`config.mk`:
```
export PLATFORM = sky130hd
export DESIGN_NAME = pc_unit
export DESIGN_NICKNAME = d
export VERILOG_FILES = /design/src/rtl/pc_unit.sv
export SDC_FILE = /design/constraint.sdc
export NUM_CORES = 1
export LEC_CHECK = 0
export ABC_CLOCK_PERIOD_IN_PS = 3300
export CORE_ASPECT_RATIO = 0.75
export CORE_MARGIN = 2
export CORE_UTILIZATION = 53
export DETAILED_ROUTE_END_ITERATION = 10
export MAX_ROUTING_LAYER = met4
export PLACE_DENSITY_LB_ADDON = 0.1
export SYNTH_ARGS = -nofsm -noshare
export SYNTH_HDL_FRONTEND = slang
export SYNTH_SLANG_ARGS = --single-unit
```
`constraint.sdc`:
```
create_clock -name clk -period 3.3 [get_ports clk]
set_input_delay 0.66 -clock clk [delete_from_list [all_inputs] [get_ports clk]]
set_output_delay 0.66 -clock clk [all_outputs]
set_load 0.02 [all_outputs]
```
`src/rtl/pc_unit.sv`:
```
// ----------------------------------------------------------------------------
// pc_unit
//   Fetch-stage program counter with stall, sticky halt, branch redirect and
//   call/return through a small circular return-address stack (RAS).
//
//   Parameters
//     WIDTH        PC width in bits; all PC arithmetic wraps modulo 2^WIDTH
//     RESET_VECTOR PC value loaded by reset
//     INC          sequential increment
//     RAS_DEPTH    return-stack entries (power of two, >= 2)
//
//   Ports
//     clk, rst       clock and synchronous active-high reset
//     stall          freeze PC, RAS and flags this cycle
//     halt           freeze PC and set the sticky halted flag
//     branch_en      redirect to branch_target
//     call_en        push pc_plus, redirect to call_target
//     ret_en         pop RAS top into pc
//     pc             registered fetch PC
//     pc_plus        combinational pc + INC
//     halted         registered sticky halt status (cleared only by rst)
//     ras_empty      RAS holds no entries
//     ras_full       RAS holds RAS_DEPTH entries
//     ras_overflow   sticky: a push happened while full
//     ras_underflow  sticky: a pop happened while empty
//
//   Edge priority (first match wins, losers are dropped):
//     rst > halted > stall > halt > branch_en > ret_en > call_en > sequential
// ----------------------------------------------------------------------------
module pc_unit #(
  parameter int unsigned       WIDTH        = 16,
  parameter logic [WIDTH-1:0]  RESET_VECTOR = '0,
  parameter int unsigned       INC          = 2,
  parameter int unsigned       RAS_DEPTH    = 4
) (
  input  logic             clk,
  input  logic             rst,
  input  logic             stall,
  input  logic             halt,
  input  logic             branch_en,
  input  logic [WIDTH-1:0] branch_target,
  input  logic             call_en,
  input  logic [WIDTH-1:0] call_target,
  input  logic             ret_en,
  output logic [WIDTH-1:0] pc,
  output logic [WIDTH-1:0] pc_plus,
  output logic             halted,
  output logic             ras_empty,
  output logic             ras_full,
  output logic             ras_overflow,
  output logic             ras_underflow
);

  localparam int PW = $clog2(RAS_DEPTH);
  localparam int CW = PW + 1;

  logic [WIDTH-1:0] ras_mem [RAS_DEPTH];
  logic [PW-1:0]    top_ptr;   // index of the most recent entry
  logic [CW-1:0]    count;
  logic [PW-1:0]    push_ptr;

  logic active;
  logic do_halt;
  logic do_branch;
  logic do_ret;
  logic do_call;

  assign pc_plus   = pc + WIDTH'(INC);
  assign ras_empty = (count == '0);
  assign ras_full  = (count == CW'(RAS_DEPTH));
  // Power-of-two depth lets the pointer wrap naturally; a push while full
  // lands on the oldest entry, which is exactly the circular overwrite.
  assign push_ptr  = top_ptr + PW'(1);

  // One-hot decode of the winning request for this edge.
  always_comb begin
    active    = !rst && !halted && !stall;
    do_halt   = active && halt;
    do_branch = active && !halt && branch_en;
    do_ret    = active && !halt && !branch_en && ret_en;
    do_call   = active && !halt && !branch_en && !ret_en && call_en;
  end

  always_ff @(posedge clk) begin
    if (rst) begin
      pc            <= RESET_VECTOR;
      halted        <= 1'b0;
      top_ptr       <= '0;
      count         <= '0;
      ras_overflow  <= 1'b0;
      ras_underflow <= 1'b0;
    end else if (active) begin
      if (do_halt) begin
        halted <= 1'b1;
      end else if (do_branch) begin
        pc <= branch_target;
      end else if (do_ret) begin
        if (!ras_empty) begin
          pc      <= ras_mem[top_ptr];
          top_ptr <= top_ptr - PW'(1);
          count   <= count - CW'(1);
        end else begin
          pc            <= pc_plus;
          ras_underflow <= 1'b1;
        end
      end else if (do_call) begin
        pc      <= call_target;
        top_ptr <= push_ptr;
        if (!ras_full) begin
          count <= count + CW'(1);
        end else begin
          ras_overflow <= 1'b1;
        end
      end else begin
        pc <= pc_plus;
      end
    end
  end

  // Storage is not reset: entries beyond count are never read.
  always_ff @(posedge clk) begin
    if (do_call) begin
      ras_mem[push_ptr] <= pc_plus;
    end
  end

endmodule

```
==> summary.txt <==
Clock tree
  • CTS tree: built
  • Clk slew on worst S/H paths: 0.09 ns
  • Worst skew pair latency: 0.37 ns
  • H-tree depth: 3
  • Cts bufs inserted: 9
  • Number of buffers inserted by hold repair at cts: 0
  • CTS max path bufs: 2
  • CTS sink cnt: 90
  • CTS Root Cell: clkbuf_8

Synth
  • Sequential-to-total area share from yosys stat: 56.3%
  • Cell area after synthesis: 0.00434 mm2
  • Post-Syn Instances: 363
  • Yosys top cell area share: 44.3%
  • Syn_nets: 408
  • Synth top area cells: edfxtp_1 44%, dfxtp_1 12%, mux4_2 8.3%, o21ai_0 2.4%, nand2_1 2.2%
  • FFs w/ async S/R, synth: 0%
  • EDFF count, synth: 64
  • Yosys cell types: 56
  • Area leader, netlist: edfxtp_1
  • Number of synthesis warnings: 0
  • Yosys reg bits: 90
  • Ys flop type: edfxtp_1
  • Synthesized area per cell: 12.0 um2

Routing
  • Vias per cell: 6.26
  • WL/cell: 21.7 um
  • Via Count: 3555
  • Initial DRT Pass Iterations: 5
  • Drt drc: 0
  • Drt total wl: 12300 um
  • Drt initial violations: 304
  • Post-route ant nets: 0

Floorplan
  • Die Area: 0.00893 mm2
  • Initial Util: 54.8%
  • Rows: 28
  • Chip width: 108 um
  • Ports: 76
  • Die Ht: 82.4 um
  • CORE AREA: 0.00792 mm2

Timing
  • Achievable Freq: 316 MHz
  • Setup ws final: 0.138 ns
  • Fin crit share: 95.8%
  • Final Hold Viols: 0
  • Minimum clock period: 3.16 ns
  • Slew Limit Fails: 0
  • Final setup viols: 0
  • Setup TNS: 0 ns
  • Worst rel slew slack: 54.8%
  • Worst-Margin Slew: 0.676 ns
  • Unrepaired setup endpoints after global routing: false
  • WHS: 0.479 ns
  • Final Skew: 0.0121 ns

Global route
  • First-pass GRT wire length: 18300 um
  • Vias in the first global route: 3293
  • Largest net degree at the start of global routing: 18
  • GRT Util Overall: 29.4%
  • Global route overflow: 0
  • Initial antenna violation count: 0

Pwr
  • Clock power share: 33.4%
  • Leak pwr: 1.90 nW
  • Net Sw Frac: 24.5%
  • Pwr dens: 399 mW/mm2
  • Worst IR Drop VDD: 0.289 mV
  • Pint: 1.69 mW
  • Sw power: 0.548 mW
  • Comb pwr share: 11.3%
  • Reg power frac: 55.3%

Worst hold path
  • Hold WC Path Type: register to register

Finish
  • Fin nets: 503
  • Share of layout cells above drive strength 1: 17.7%
  • Diodes inserted: 0
  • Post-Layout Cell Count: 568
  • Most frequent cells in the layout: 73 x clkdlybuf4s50_1, 64 x edfxtp_1, 33 x buf_4
  • Finished Cell Area: 0.00561 mm2
  • P&R area growth vs syn: 29.2%
  • Commonest non-fill, non-tap cell in the layout: clkdlybuf4s50_1

Run status
  • Status: finished, final reports clean

Place
  • Gpl congestion: 0.904
  • I/O Buffers: 75
  • Dpl ws: 0.277 ns
  • DP Wirelength: 8740 um
  • Placed inst area: 0.00534 mm2
  • Post-placement cell count: 547

Critical path
  • Worst setup EP type: output pin
  • CP Launch Type: register
  • Max stage delay on crit path: 0.70 ns
  • Worst EP arrival: 2.50 ns
  • Crit-path slowest cell: clkdlybuf4s50_1
  • Critical-path cell list: ha_1, nand3_1, xnor2_1, clkdlybuf4s50_1
  • Req. time, crit path: 2.64 ns
  • Crit Path Max Fanout: 6
  • CP Class: register to output pin
  • Crit path buf inv count: 1
  • Crit-path leading delay family: buffers and inverters

Run
  • MaxCap Viol Count: 0
state kept, by name, indices dropped and copies added, names as in the netlist, named ones only:
| register | count |
|---|---|
| pc | 16 |
| halted | 1 |
| ras_overflow | 1 |
| ras_underflow | 1 |
| count | 3 |
| top_ptr | 2 |
| ras_mem | 64 |
power groups by stage:
stage               sequential [mW]  combinational, mW  clock, mW
finish                         1.24              0.252      0.747
global route                   1.24              0.267      0.807
CTS                            1.24              0.249      0.760
detailed placement             1.26              0.246          0
global placement               1.26              0.244          0
floorplan                      1.27              0.106          0
cell type report:
cell class,count,area (um2)
sequential,90,2440
fill,618,2310
multi-input combinational,233,1760
timing repair buffer,109,1020
tap,105,131
clock buffer,9,124
clock inverter,7,68.8
inverter,15,56.3
worst paths after layout:
path | to | slack [ns] | cells after the start | start
worst min-delay path | ras_overflow | 0.48 | 2 | ras_overflow
worst min register to register | ras_overflow | 0.48 | 2 | ras_overflow
worst max register to register | pc[8] | 1.02 | 5 | halted
worst max-delay path | pc_plus[5] | 0.14 | 4 | pc[2]
layer usage:
layer / global-route usage (%) / vias to the layer above / wire, um
met3: 5.81 / 23 / 1190
met2: 44.6 / 197 / 5630
li1: - / 1576 / -
met1: 40.4 / 1759 / 5300
met4: 9.23 / 0 / 199
met5: - / - / 0
cell usage after synthesis (2+ instances only):
library cell / n
nand4_1: 4
mux4_2: 16
a221oi_1: 7
and3_1: 4
a31oi_1: 3
and4_1: 2
o31ai_1: 2
buf_2: 5
a22oi_1: 2
mux2_2: 3
nand3_1: 11
clkbuf_1: 16
o211ai_1: 4
buf_6: 2
o21a_1: 2
mux2i_1: 3
o22ai_1: 2
ha_1: 6
nand2b_1: 2
edfxtp_1: 64
a311oi_1: 3
nand3b_1: 2
or4_1: 2
xor2_1: 4
o21ai_0: 21
xnor2_1: 11
or3_1: 5
nor4_1: 3
a21oi_1: 19
nor3_1: 9
a2111oi_0: 2
inv_1: 15
nor2_1: 26
nand2_1: 26
o21ai_1: 2
and2_1: 4
a211oi_1: 5
dfxtp_1: 26
stage by stage:
| stage | utilization [%] | total power, mW |
|---|---|---|
| after floorplan | - | 1.37 |
| after global routing | 70.8 | 2.31 |
| after CTS | 70.3 | 2.25 |
| after detailed placement | 67.4 | 1.51 |
| after global placement | 67.4 | 1.51 |
| final | 70.8 | 2.24 |
worst min-delay path, cell delays in order, from the launching register on:
cell and delay [ns]:
dfxtp_1 0.34, a21oi_1 0.04, nor2_1 0.07
what timing repair did:
action	CTS	global route
buffers inserted	2	3
resized for setup	4	6
pin swaps	1	2
setup endpoints to repair	5	8
endpoints found under the hold margin	0	0
logic make-up after synthesis:
logic type | after synthesis | share of synthesized area, %
AOI/OAI and AO/OA | 83 | 12.5
xor gates and xnor gates | 15 | 3.03
adders and majority gates | 6 | 1.73
buffers and inverters | 40 | 4.04
DFF | 90 | 56.3
muxes | 22 | 9.78
and+or+nand+nor | 107 | 12.7
No activity file was read; power rests on OpenSTA's default activity.
